`config.mk`:
```
export PLATFORM = sky130hd
export DESIGN_NAME = tx_serial_arbitro_flat
export DESIGN_NICKNAME = d
export VERILOG_FILES = /design/src/rtl/tx_serial_arbitro_if.sv /design/src/rtl/tx_serial_arbitro.sv /design/src/flat_wrapper.sv
export SDC_FILE = /design/constraint.sdc
export NUM_CORES = 1
export LEC_CHECK = 0
export ABC_AREA = 1
export ABC_CLOCK_PERIOD_IN_PS = 1900
export BUFFER_PORTS_ARGS = -buffer_cell sky130_fd_sc_hd__buf_2
export CAP_MARGIN = 40
export CORE_UTILIZATION = 40
export CTS_CLUSTER_SIZE = 10
export DETAILED_ROUTE_END_ITERATION = 7
export PLACE_DENSITY = 0.67
export RECOVER_POWER = 100
export SYNTH_ARGS = -nofsm -noshare
export SYNTH_HDL_FRONTEND = slang
export SYNTH_SLANG_ARGS = --single-unit
```
`constraint.sdc`:
```
create_clock -name clock -period 1.9 [get_ports clock]
set_input_delay 0 -clock clock [delete_from_list [all_inputs] [get_ports clock]]
set_output_delay 0 -clock clock [all_outputs]
set_load 0.01 [all_outputs]
```
`src/rtl/tx_serial_arbitro_if.sv`:
```
// Bus between the four requesters, the round-robin arbiter and the 7E1 transmitter.
// The arbiter side uses 'master'; requesters/transmitter models use 'slave'.
interface tx_serial_arbitro_if;
   logic [3:0]  req;
   logic [27:0] dados;
   logic [3:0]  ack;
   logic [3:0]  concluido;
   logic        partida;
   logic [6:0]  dados_ascii;
   logic        pronto;

   modport master (
      input  req, dados, pronto,
      output ack, concluido, partida, dados_ascii
   );

   modport slave (
      output req, dados, pronto,
      input  ack, concluido, partida, dados_ascii
   );
endinterface

```
`src/rtl/tx_serial_arbitro.sv`:
```
// Round-robin arbiter sharing one tx_serial_7E1 among four requesters,
// with a watchdog that aborts a frame whose 'pronto' never arrives.
module tx_serial_arbitro #(
   parameter int TIMEOUT = 5000,
   parameter int TW      = 13
) (
   input  logic                clock,
   input  logic                reset,
   tx_serial_arbitro_if.master bus,
   output logic                ocupado,
   output logic                erro,
   output logic [1:0]          db_grant,
   output logic [3:0]          db_estado
);

   typedef enum logic [3:0] {
      IDLE  = 4'd0,
      START = 4'd1,
      WAIT  = 4'd2,
      DONE  = 4'd3,
      ABORT = 4'd4
   } state_t;

   state_t        state_q, state_d;
   logic [1:0]    ptr_q, ptr_d;
   logic [1:0]    grant_q, grant_d;
   logic [6:0]    char_q, char_d;
   logic [TW-1:0] cnt_q, cnt_d;
   logic          erro_q, erro_d;
   logic [1:0]    winner;
   logic [1:0]    scan_idx;
   logic [6:0]    winner_char;

   // Scanning from ptr+3 down to ptr leaves the request closest to ptr as winner.
   always_comb begin
      winner   = ptr_q;
      scan_idx = ptr_q;
      for (int i = 3; i >= 0; i--) begin
         scan_idx = ptr_q + 2'(i);
         if (bus.req[scan_idx]) begin
            winner = scan_idx;
         end
      end
   end

   always_comb begin
      case (winner)
         2'd0:    winner_char = bus.dados[6:0];
         2'd1:    winner_char = bus.dados[13:7];
         2'd2:    winner_char = bus.dados[20:14];
         default: winner_char = bus.dados[27:21];
      endcase
   end

   always_ff @(posedge clock or posedge reset) begin
      if (reset) begin
         state_q <= IDLE;
         ptr_q   <= 2'd0;
         grant_q <= 2'd0;
         char_q  <= 7'd0;
         cnt_q   <= '0;
         erro_q  <= 1'b0;
      end else begin
         state_q <= state_d;
         ptr_q   <= ptr_d;
         grant_q <= grant_d;
         char_q  <= char_d;
         cnt_q   <= cnt_d;
         erro_q  <= erro_d;
      end
   end

   // A pronto seen in the terminal-count cycle takes priority over the abort.
   always_comb begin
      state_d = state_q;
      ptr_d   = ptr_q;
      grant_d = grant_q;
      char_d  = char_q;
      cnt_d   = cnt_q;
      erro_d  = erro_q;
      case (state_q)
         IDLE: begin
            if (|bus.req) begin
               grant_d = winner;
               char_d  = winner_char;
               state_d = START;
            end
         end
         START: begin
            cnt_d   = '0;
            state_d = WAIT;
         end
         WAIT: begin
            if (cnt_q != '1) begin
               cnt_d = cnt_q + 1'b1;
            end
            if (bus.pronto) begin
               state_d = DONE;
            end else if (cnt_q == TW'(TIMEOUT - 1)) begin
               state_d = ABORT;
            end
         end
         DONE: begin
            ptr_d   = grant_q + 2'd1;
            state_d = IDLE;
         end
         ABORT: begin
            erro_d  = 1'b1;
            ptr_d   = grant_q + 2'd1;
            state_d = IDLE;
         end
         default: state_d = IDLE;
      endcase
   end

   assign bus.partida     = (state_q == START);
   assign bus.ack         = (state_q == START) ? (4'b0001 << grant_q) : 4'b0000;
   assign bus.concluido   = (state_q == DONE)  ? (4'b0001 << grant_q) : 4'b0000;
   assign bus.dados_ascii = char_q;
   assign ocupado         = (state_q != IDLE);
   assign erro            = erro_q;
   assign db_grant        = grant_q;
   assign db_estado       = state_q;

endmodule
```
`src/flat_wrapper.sv`:
```
// flat-port wrapper written by rule: the top's interface ports become plain ports
module tx_serial_arbitro_flat 
#(
   parameter int TIMEOUT = 5000,
   parameter int TW      = 13
)
  (clock, reset, ocupado, erro, db_grant, db_estado, bus_req, bus_dados, bus_pronto, bus_ack, bus_concluido, bus_partida, bus_dados_ascii);
  tx_serial_arbitro_if bus_i ();
  input  logic clock;
  input  logic reset;
  output logic ocupado;
  output logic erro;
  output logic [1:0] db_grant;
  output logic [3:0] db_estado;
  input wire logic [$bits(bus_i.req)-1:0] bus_req;
  input wire logic [$bits(bus_i.dados)-1:0] bus_dados;
  input wire logic [$bits(bus_i.pronto)-1:0] bus_pronto;
  output wire logic [$bits(bus_i.ack)-1:0] bus_ack;
  output wire logic [$bits(bus_i.concluido)-1:0] bus_concluido;
  output wire logic [$bits(bus_i.partida)-1:0] bus_partida;
  output wire logic [$bits(bus_i.dados_ascii)-1:0] bus_dados_ascii;
  assign bus_i.req = bus_req;
  assign bus_i.dados = bus_dados;
  assign bus_i.pronto = bus_pronto;
  assign bus_ack = bus_i.ack;
  assign bus_concluido = bus_i.concluido;
  assign bus_partida = bus_i.partida;
  assign bus_dados_ascii = bus_i.dados_ascii;
  tx_serial_arbitro #(.TIMEOUT(TIMEOUT), .TW(TW)) u_core (.clock(clock), .reset(reset), .bus(bus_i), .ocupado(ocupado), .erro(erro), .db_grant(db_grant), .db_estado(db_estado));
endmodule
```
=== Word level (Yosys, flattened, before mapping) ===
Cells that the tools add are included.

* Flip-flop bits (word level): 29
* Logic and storage cells: 57
* Input bits: 35
* Output and inout bits: 24

* Equal/unequal tests: 11
* Reductions and logical operators: 9
* Add/subtract/negate cells: 5
* Mux-type cells: 21
* Shift-type cells: 1
* Order comparisons: 4

{| class="wikitable"
|+ Operators by type and width
! cell !! count
|-
| 13-bit one-hot mux with 2 select lines || 1
|-
| 7-bit one-hot mux with 3 select lines || 1
|-
| 4-bit 2-to-1 mux || 5
|-
| 13-bit by 1-bit adder with 13-bit output (second input constant) || 1
|-
| 13-bit equality test (second input constant) || 1
|-
| 13-bit 2-to-1 mux || 1
|-
| 13-bit inequality test (second input constant) || 1
|-
| 2-bit by 3-bit < comparator with 1-bit output (second input constant) || 4
|-
| 4-bit one-hot mux with 3 select lines || 1
|-
| 1-bit binary-select mux with 2-bit select || 4
|-
| 4-bit by 2-bit equality test with 1-bit output (second input constant) || 2
|-
| 2-bit 2-to-1 mux || 4
|-
| 2-bit AND reduction || 3
|-
| 2-bit by 1-bit adder with 2-bit output (second input constant) || 2
|-
| 2-bit adder (second input constant) || 2
|-
| 4-bit by 1-bit equality test with 1-bit output (second input constant) || 1
|-
| 4-bit by 3-bit equality test with 1-bit output (second input constant) || 1
|-
| 4-bit zero test || 1
|-
| 1-bit 2-to-1 mux || 4
|-
| 2-bit by 1-bit inequality test with 1-bit output (second input constant) || 2
|-
| 4-bit nonzero test || 1
|-
| 4-bit OR reduction || 1
|-
| 1-bit by 2-bit << shifter with 4-bit output (first input constant) || 1
|-
| 3-bit by 2-bit inequality test with 1-bit output (second input constant) || 1
|-
| 5 further kinds || 5
|}

=== Depth between registers and ports, before layout ===
Gate-level depths: netlist (run 1).

* Depth in word-level cells: 9
* Gate-level depth with buffers: 17
* Mapped depth without buffers: 16

=== Worst setup path before layout (run 1) ===
OpenSTA, ideal clock, no wires.

* Kind: register -> register
* Start point: reg u_core.cnt_q[0]
* End point: reg u_core.cnt_q[7]
* Arrival time: 1.693 ns
* Clock period less this slack: 1.815 ns
* Slack: 0.085 ns
* Library setup time: 0.122 ns
* Stages on the path, launching flop included: 13
* Path buffers: 0
* Data required time: 1.778 ns
* Cell sequence: dfrtp_1 ha_1 nand3_1 nor3_2 nand3_1 nor2_1 nand2_1 nand2_2 nand2_2 inv_2 nor2_1 o21ai_1 nor2_1

* Longest elaborated chain between the ends: 3
* Elaborated cells between the ends (all ways): 6
* Those cells by class: add/sub: 1; eq/ne: 2; mux: 2; reduce/logical: 1

{| class="wikitable"
|+ Ends and longest elaborated chain
! item !! RTL line !! source
|-
| from (decl) || tx_serial_arbitro.sv:28 || <nowiki>logic [TW-1:0] cnt_q, cnt_d;</nowiki>
|-
| from (signal assigned) || tx_serial_arbitro.sv:68 || <nowiki>cnt_q <= cnt_d;</nowiki>
|-
| 13-bit by 1-bit adder with 13-bit output / 13-bit inequality test (equally long branches) || tx_serial_arbitro.sv:95, tx_serial_arbitro.sv:94 ||
|-
| 13-bit 2-to-1 mux / 2-bit by 1-bit inequality test with 1-bit output (equally long branches) || n/a ||
|-
| 13-bit one-hot mux with 2 select lines / 2-bit AND reduction (equally long branches) || n/a ||
|}

Several ways; a longest one is shown, not always the timed one. The select of a mux whose other input is x is not followed.
A chain may end at the register's enable or synchronous reset.

=== Final worst setup path (run 1) ===
* Start point: reg u_core.ptr_q[0]
* End point: reg u_core.char_q[0] (netlist: u_core.bus.dados_ascii[0])

* Longest elaborated chain between the ends: 9
* Elaborated cells between the ends (all ways): 19
* Those cells by class: add/sub: 3; eq/ne: 2; mux: 13; reduce/logical: 1

{| class="wikitable"
|+ Ends and longest elaborated chain
! item !! RTL line !! source
|-
| from (decl) || tx_serial_arbitro.sv:25 || <nowiki>logic [1:0] ptr_q, ptr_d;</nowiki>
|-
| from (signal assigned) || tx_serial_arbitro.sv:65 || <nowiki>ptr_q <= ptr_d;</nowiki>
|-
| 2-bit adder || tx_serial_arbitro.sv:39 || <nowiki>scan_idx = ptr_q + 2'(i);</nowiki>
|-
| 1-bit binary-select mux with 2-bit select || tx_serial_arbitro.sv:40 || <nowiki>if (bus.req[scan_idx]) begin</nowiki>
|-
| 1-bit 2-to-1 mux (not written as such) || tx_serial_arbitro.sv:40 ||
|-
| 2-bit 2-to-1 mux (3 in series) || tx_serial_arbitro.sv:40 ||
|-
| 2-bit 2-to-1 mux * || tx_serial_arbitro.sv:40 ||
|-
| 2-bit equality test (tied with other cells) || tx_serial_arbitro.sv:47 || <nowiki>case (winner)</nowiki>
|-
| 7-bit one-hot mux with 3 select lines * || tx_serial_arbitro.sv:47 ||
|-
| to (signal assigned) || tx_serial_arbitro.sv:67 || <nowiki>char_q <= char_d;</nowiki>
|-
| to (decl) || tx_serial_arbitro.sv:27 || <nowiki>logic [6:0] char_q, char_d;</nowiki>
|}

Mark *: on every way between the ends. The rest lies on a longest branch, timed or not. The select of a mux whose other input is x is not followed.

==> impl_metrics.csv, run 1 <==
group,metric,value,unit
flow_run,cap_violations,0,
min_path,hold_end,"u_core.bus.dados_ascii[0]",
logic_synthesis,synth_edf_count,0,
clock_tree,cts_max_path_buffers,2,
sta,setup_violations,0,
die,fp.dieArea,0.005349,mm²
route,via_count,2128,
logic_synthesis,synth.distinct_cells,32,
critical_path,critPathSlowestCell,"dfrtp_2",
min_path,hp-start,"bus_dados[21]",
sta,fmax,543.5,MHz
die,die_width,73.14,µm
clock_tree,clock-sinks,28,
logic_synthesis,synth-seq-cells,28,
logic_synthesis,synth_flop_cell,"dfrtp_1",
route,vias_per_cell,4.677,
global_routing,grt_pass1_vias,1827,
critical_path,crit_required,2.08,ns
route,drtIter0Drc,140,
sta,slew_viol_final,0,
critical_path,critical_path_arrival,2.02,ns
logic_synthesis,async_flop_share,1.000,
critical_path,r2r_start,"u_core.ptr_q[0]",
run_status,status,"finished clean",
die,rows,25,
critical_path,reg2reg_slack,0.06,ns
die,initial_core_util,0.4230,
finish,drive_gt1_frac,0.3093,
logic_synthesis,synth_area_leaders,"dfrtp_1, nand2_1, nand3_1, inv_1, nor2_1",
place,gp_congestion,0.8935,
power,leakagePower,1.477,nW
logic_synthesis,yosys-top-cells-count,"nand2_1, inv_1, nand3_1, dfrtp_1, nor2_1",
critical_path,cp_cell_sequence,"buf_6 -> nand2_1 -> nand3_2 -> nand2_1 -> inv_2 -> nand2_1 -> nand2_2 -> nand2_2 -> nand2_2 -> nand2_4 -> nand2_1 -> o21ai_1 -> inv_1 -> nand2_1 -> nand2_1",
sta,skew,0.008027,ns
place,hpwl,3727,µm
sta,period_share,0.9684,
critical_path,rr_worst_depth,15,
sta,slew_headroom,0.5110,
global_routing,grt_max_degree,29,
finish,n_fill_cell,456,
critical_path,worstSetupEndpointType,"flip-flop",
logic_synthesis,syn_nets,336,
finish,finalNetCount,429,
route,wl_per_cell,11.92,µm
critical_path,cp_max_fo,7,
clock_tree,cts_buffers,3,
die,pin_count,59,
logic_synthesis,yosysWarnings,0,
global_routing,antenna_found_initial,0,
sta,fin_tns_setup,0,ns
global_routing,overflow,0,
critical_path,critPathKind,"reg -> reg",
clock_tree,cts_tree,"built",
sta,worst_pin_slew,0.7334,ns
logic_synthesis,synthesis.area,0.002024,mm²
critical_path,cpMostUsedCell,"nand2_1",
place,placed_cell_area,0.002477,mm²
min_path,holdPathStages,5,
clock_tree,clk_pin_slew,0.10,ns
critical_path,critPathMaxStageDelay,0.48,ns
die,die_height,73.14,µm
finish,synthToLayoutAreaGrowth,38.88,%
sta,layout_min_cycle_time,1.840,ns
die,core,0.004786,mm²
sta,hold_ws,0.02234,ns
logic_synthesis,syn_inst,296,
min_path,holdCritPathClass,"in -> reg",
logic_synthesis,synth.most_common_cell,"nand2_1",
finish,antenna_cells,0,
sta,hold_viol,0,
logic_synthesis,seq_area_frac_synth,0.3461,
route,drc,0,
finish,design_area,0.002811,mm²
clock_tree,cts_root_buf,"clkbuf_8",
logic_synthesis,avgSynthCellArea,6.839,µm²
critical_path,r2r_end,"u_core.bus.dados_ascii[0]",
power,ir_drop,845.8,µV
logic_synthesis,synth_top_cell_area_share,0.3461,
sta,rsz0062_at_grt,"true",
place,io_buffers,57,
power,power-per-cell-area,1691,mW/mm²
route,final_antenna_net_count,0,
logic_synthesis,synth_top_cell_by_area,"dfrtp_1",
global_routing,track_usage,0.1885,
route,first_pass_iters,6,
global_routing,grt_pass1_wl,7928,µm
critical_path,start_kind,"flip-flop",
clock_tree,cts_max_level,1,
clock_tree,clk_latency,0.28,ns
route,wirelength,5425,µm
## flip-flops by register name, indices dropped and copies added (netlist names)
signal                  flops
u_core.db_grant             2
u_core.db_estado            3
u_core.erro                 1
u_core.cnt_q               13
u_core.ptr_q                2
u_core.bus.dados_ascii      7
## kinds of logic (layout without fill, tap and decap cells)
group                    after synthesis  after routing  synth area share
adder cells (fa/ha/maj)                5              5           0.03090
buffers and inverters                 52            142            0.1187
AO/OA/AOI/OAI                         27             27           0.08776
XOR/XNOR                               7              7           0.03028
flip-flops                            28             28            0.3461
other                                  1              1          0.001852
AND/OR/NAND/NOR                      176            178            0.3844
## metrics by stage
stage | cells | setup WS [ns] | util | power (mW)
after floorplan | 296 | 0.08477 | - | 2.937
after global placement | 431 | 0.06072 | 0.5176 | 3.655
after detailed placement | 431 | 0.007791 | 0.5176 | 3.690
after CTS | 437 | 0.001339 | 0.5367 | 4.172
after global routing | 455 | -0.08897 | 0.5875 | 5.172
final | 455 | 0.05997 | 0.5875 | 4.754
## report_power, final
group	total [mW]	internal, mW	leakage, nW	switching (mW)
combinational	3.31	1.39	1.08	1.93
sequential	0.967	0.787	0.362	0.180
clock	0.472	0.282	0.0357	0.190
## per-layer routing
| metal | GRT usage | part of all wire |
|---|---|---|
| met2 | 0.3107 | 0.48 |
| met4 | 0.04357 | 0.013 |
| met5 | 0 | 0 |
| met3 | 0.03453 | 0.036 |
| met1 | 0.2556 | 0.47 |
## how the worst max path moves through the flow
| stage | from | endpoint | cells after the start |
|---|---|---|---|
| final | u_core.ptr_q[0] | u_core.bus.dados_ascii[0] | 15 |
| after global routing | u_core.ptr_q[0] | u_core.bus.dados_ascii[1] | 16 |
| after CTS | u_core.ptr_q[0] | u_core.bus.dados_ascii[2] | 14 |
| after detailed placement | u_core.ptr_q[0] | u_core.bus.dados_ascii[2] | 14 |
| after global placement | u_core.ptr_q[0] | u_core.bus.dados_ascii[1] | 16 |
| after floorplan | u_core.cnt_q[0] | u_core.cnt_q[7] | 12 |
## cell usage in the layout (no fill, tap or decap), types with 2 or more instances in the layout
cell type | synthesis | final
nand2_4 | 1 | 5
o21bai_1 | 5 | 4
buf_4 | 1 | 25
o21ai_1 | 6 | 6
o21ai_0 | 9 | 9
inv_4 | 1 | 2
nand4_1 | 2 | 2
nand2_1 | 92 | 81
buf_12 | 1 | 2
nand2_2 | 8 | 17
inv_2 | 6 | 4
dlygate4sd3_1 | 0 | 2
nor2_4 | 1 | 2
nand3_2 | 1 | 7
clkbuf_8 | 0 | 3
dfrtp_2 | 0 | 2
nand3_1 | 37 | 30
inv_1 | 40 | 40
xor2_1 | 6 | 6
nor2_1 | 23 | 22
nor4_1 | 4 | 4
clkbuf_1 | 0 | 19
buf_6 | 3 | 3
buf_2 | 0 | 38
ha_1 | 5 | 4
dfrtp_1 | 28 | 26
nor3_1 | 5 | 5
o31ai_1 | 2 | 2
## critical path: cells and delay by family, from the launching register on
| kind | cells | cell delay, ns |
|---|---|---|
| buffers and inverters | 3 | 0.23 |
| flip-flops | 1 | 0.48 |
| AO/OA/AOI/OAI | 1 | 0.11 |
| AND/OR/NAND/NOR | 11 | 0.91 |
## area by class of cell
type                    instances  area (µm²)  share of cell area
repair inverters                1       5.005            0.001780
clock buffers                   3       41.29             0.01469
clock inverters                 1       30.03             0.01068
well taps                      67       83.83             0.02982
repair buffers                 90       548.0              0.1949
multi-input cells             218        1214              0.4317
inverters                      47       186.4             0.06631
flip-flops and latches         28       703.2              0.2501
## timing repair
| action | CTS | global route |
|---|---|---|
| gates resized for setup | 0 | 36 |
| hold buffers | 2 | 0 |
| endpoints found under the hold margin | 29 | 0 |
| setup endpoints to repair | 0 | 19 |
| buffers inserted | 0 | 15 |
Power figures use the tool's default switching activity.
==> run 2, diff against run 1 <==
--- a/config.mk
+++ b/config.mk
@@ -7,7 +7,7 @@
 export LEC_CHECK = 0
 export ABC_AREA = 1
 export ABC_CLOCK_PERIOD_IN_PS = 1900
-export BUFFER_PORTS_ARGS = -buffer_cell sky130_fd_sc_hd__buf_2
+export BUFFER_PORTS_ARGS = -buffer_cell sky130_fd_sc_hd__buf_4
 export CAP_MARGIN = 40
 export CORE_UTILIZATION = 40
 export CTS_CLUSTER_SIZE = 10
==> run 2 against run 1 <==
Compared with the run above: global-route usage increased by 0.56 points; first-iteration DRC count decreased by 11%; worst hold slack better by 0.014 ns; non-clock buffer count up 5; count of clock-buffer cells in the layout unchanged; via count increased by 0.75%; critical endpoint is now u_core.bus.dados_ascii[5].
==> impl_metrics.csv, run 2 (synthesis gave the netlist of run 1 again) <==
group,metric,value,unit
route,first_pass_iters,4,
critical_path,worstSetupEndpointType,"flip-flop",
clock_tree,cts_root_buf,"clkbuf_8",
critical_path,rr_worst_depth,16,
critical_path,crit_path_start,"u_core.ptr_q[0]",
global_routing,grt_pass1_vias,1854,
sta,rsz0062_at_grt,"true",
sta,fmax,538.3,MHz
sta,setup_ws,0.04223,ns
finish,final_util,0.6063,
die,fp.dieArea,0.005349,mm²
clock_tree,cts_tree,"built",
route,final_antenna_net_count,0,
sta,slew_viol_final,0,
clock_tree,clk_pin_slew,0.09,ns
finish,regMostFlops,"u_core.cnt_q",
finish,design_area,0.002902,mm²
place,place_ws,0.002744,ns
power,switching_share,0.4678,
route,drtIter0Drc,124,
critical_path,cp_max_fo,6,
route,wl_per_cell,11.20,µm
place,hpwl,3812,µm
power,p_int,2.548,mW
power,ir_drop,717.1,µV
min_path,holdCritPathClass,"in -> reg",
finish,final_cell_mix,"nand2_1, buf_4, inv_1",
power,finalPower,4.788,mW
clock_tree,cts_buffers,3,
critical_path,critPathKind,"reg -> reg",
power,power_frac_clock,0.098,
critical_path,start_kind,"flip-flop",
clock_tree,clock-sinks,28,
die,pin_count,59,
flow_run,cap_violations,0,
die,die_height,73.14,µm
finish,largest_reg_flops,13,
route,wirelength,5120,µm
global_routing,grt_max_degree,21,
power,combPwrFrac,0.703,
finish,n_fill_cell,457,
sta,hold_viol,0,
power,power-per-cell-area,1650,mW/mm²
place,gp_congestion,0.8007,
clock_tree,cts_max_level,1,
place,io_buffers,57,
global_routing,overflow,0,
sta,skew,0.005939,ns
power,leakagePower,1.510,nW
place,placed_cell_area,0.002608,mm²
sta,setup_violations,0,
sta,worst_pin_slew,0.9768,ns
critical_path,reg2reg_slack,0.04,ns
sta,hold_ws,0.03671,ns
global_routing,track_usage,0.1941,
sta,period_share,0.9778,
critical_path,r2r_start,"u_core.ptr_q[0]",
sta,layout_min_cycle_time,1.858,ns
finish,antenna_cells,0,
critical_path,cp-endpoint,"u_core.bus.dados_ascii[5]",
route,vias_per_cell,4.691,
finish,drive_gt1_frac,0.2974,
power,p_switching,2.240,mW
critical_path,critical_path_arrival,2.03,ns
critical_path,crit_required,2.07,ns
route,via_count,2144,
global_routing,grt_pass1_wl,8162,µm
finish,mostFrequentLayoutCell,"nand2_1",
run_status,status,"finished clean",
finish,finalNetCount,431,
die,rows,25,
clock_tree,clk_latency,0.27,ns
die,initial_core_util,0.4230,
finish,synthToLayoutAreaGrowth,43.32,%
clock_tree,cts_max_path_buffers,2,
global_routing,antenna_found_initial,0,
die,core,0.004786,mm²
die,die_width,73.14,µm
critical_path,r2r_end,"u_core.bus.dados_ascii[5]",
route,drc,0,
power,seq_power_share,0.199,
sta,slew_headroom,0.3488,
[run 2: metal layers]
layer | track usage | up-vias | share of wire
met5 | 0 | - | 0
met4 | 0.03922 | 0 | 0.012
met3 | 0.02762 | 4 | 0.042
met2 | 0.3261 | 51 | 0.48
met1 | 0.2653 | 968 | 0.46
li1 | - | 1121 | -
[run 2: critical path, cell delays in order (launching register included)]
cell	delay, ns
dfrtp_2	0.42
buf_6	0.14
buf_6	0.10
nand2_2	0.03
nand2_1	0.07
nand2_1	0.07
nand2_2	0.06
nand2_2	0.06
nand2_4	0.10
nand2_4	0.07
nand2_2	0.08
nand2_4	0.08
buf_4	0.15
o21bai_1	0.11
nand3_1	0.08
nand2_1	0.07
nand2_1	0.05
[run 2: worst min path at each step]
stage | start | endpoint | slack [ns] | cells past startpoint
floorplan | reset | u_core.bus.dados_ascii[0] | 0.07 | 1
global placement | reset | u_core.bus.dados_ascii[2] | 0.02 | 2
detailed placement | reset | u_core.bus.dados_ascii[2] | 0.03 | 2
CTS | bus_dados[21] | u_core.bus.dados_ascii[0] | 0.03 | 5
global route | bus_dados[17] | u_core.bus.dados_ascii[3] | 0.06 | 5
finish | bus_dados[21] | u_core.bus.dados_ascii[0] | 0.04 | 5
[run 2: timing repair]
action	in CTS	in global routing
cloned	0	0
buffers inserted	3	17
resized for setup	3	33
pin swaps	2	29
setup endpoints to repair	4	16
hold buffers	2	0
endpoints found under the hold margin	11	0
[run 2: power by group through the flow]
| stage | combinational [mW] | sequential, mW | clock [mW] |
|---|---|---|---|
| floorplan | 1.96 | 0.979 | 0 |
| global placement | 2.73 | 0.965 | 0 |
| detailed placement | 2.77 | 0.961 | 0 |
| CTS | 2.80 | 0.957 | 0.484 |
| global route | 3.76 | 0.980 | 0.508 |
| finish | 3.37 | 0.951 | 0.468 |
[run 2: metrics by stage]
step	TNS, ns	cells
after floorplan	0	296
after global placement	0	431
after detailed placement	0	431
after CTS	0	440
after global routing	-0.6938	457
final	0	457
[run 2: cell type report]
type	count	area (µm²)	area share
Clock buffer	3	41.29	0.01423
Clock inverter	1	30.03	0.01035
Inverter	47	181.4	0.06253
Multi-Input combinational cell	216	1187	0.4092
Sequential cell	28	703.2	0.2423
Tap cell	67	83.83	0.02889
Timing Repair Buffer	95	674.4	0.2324
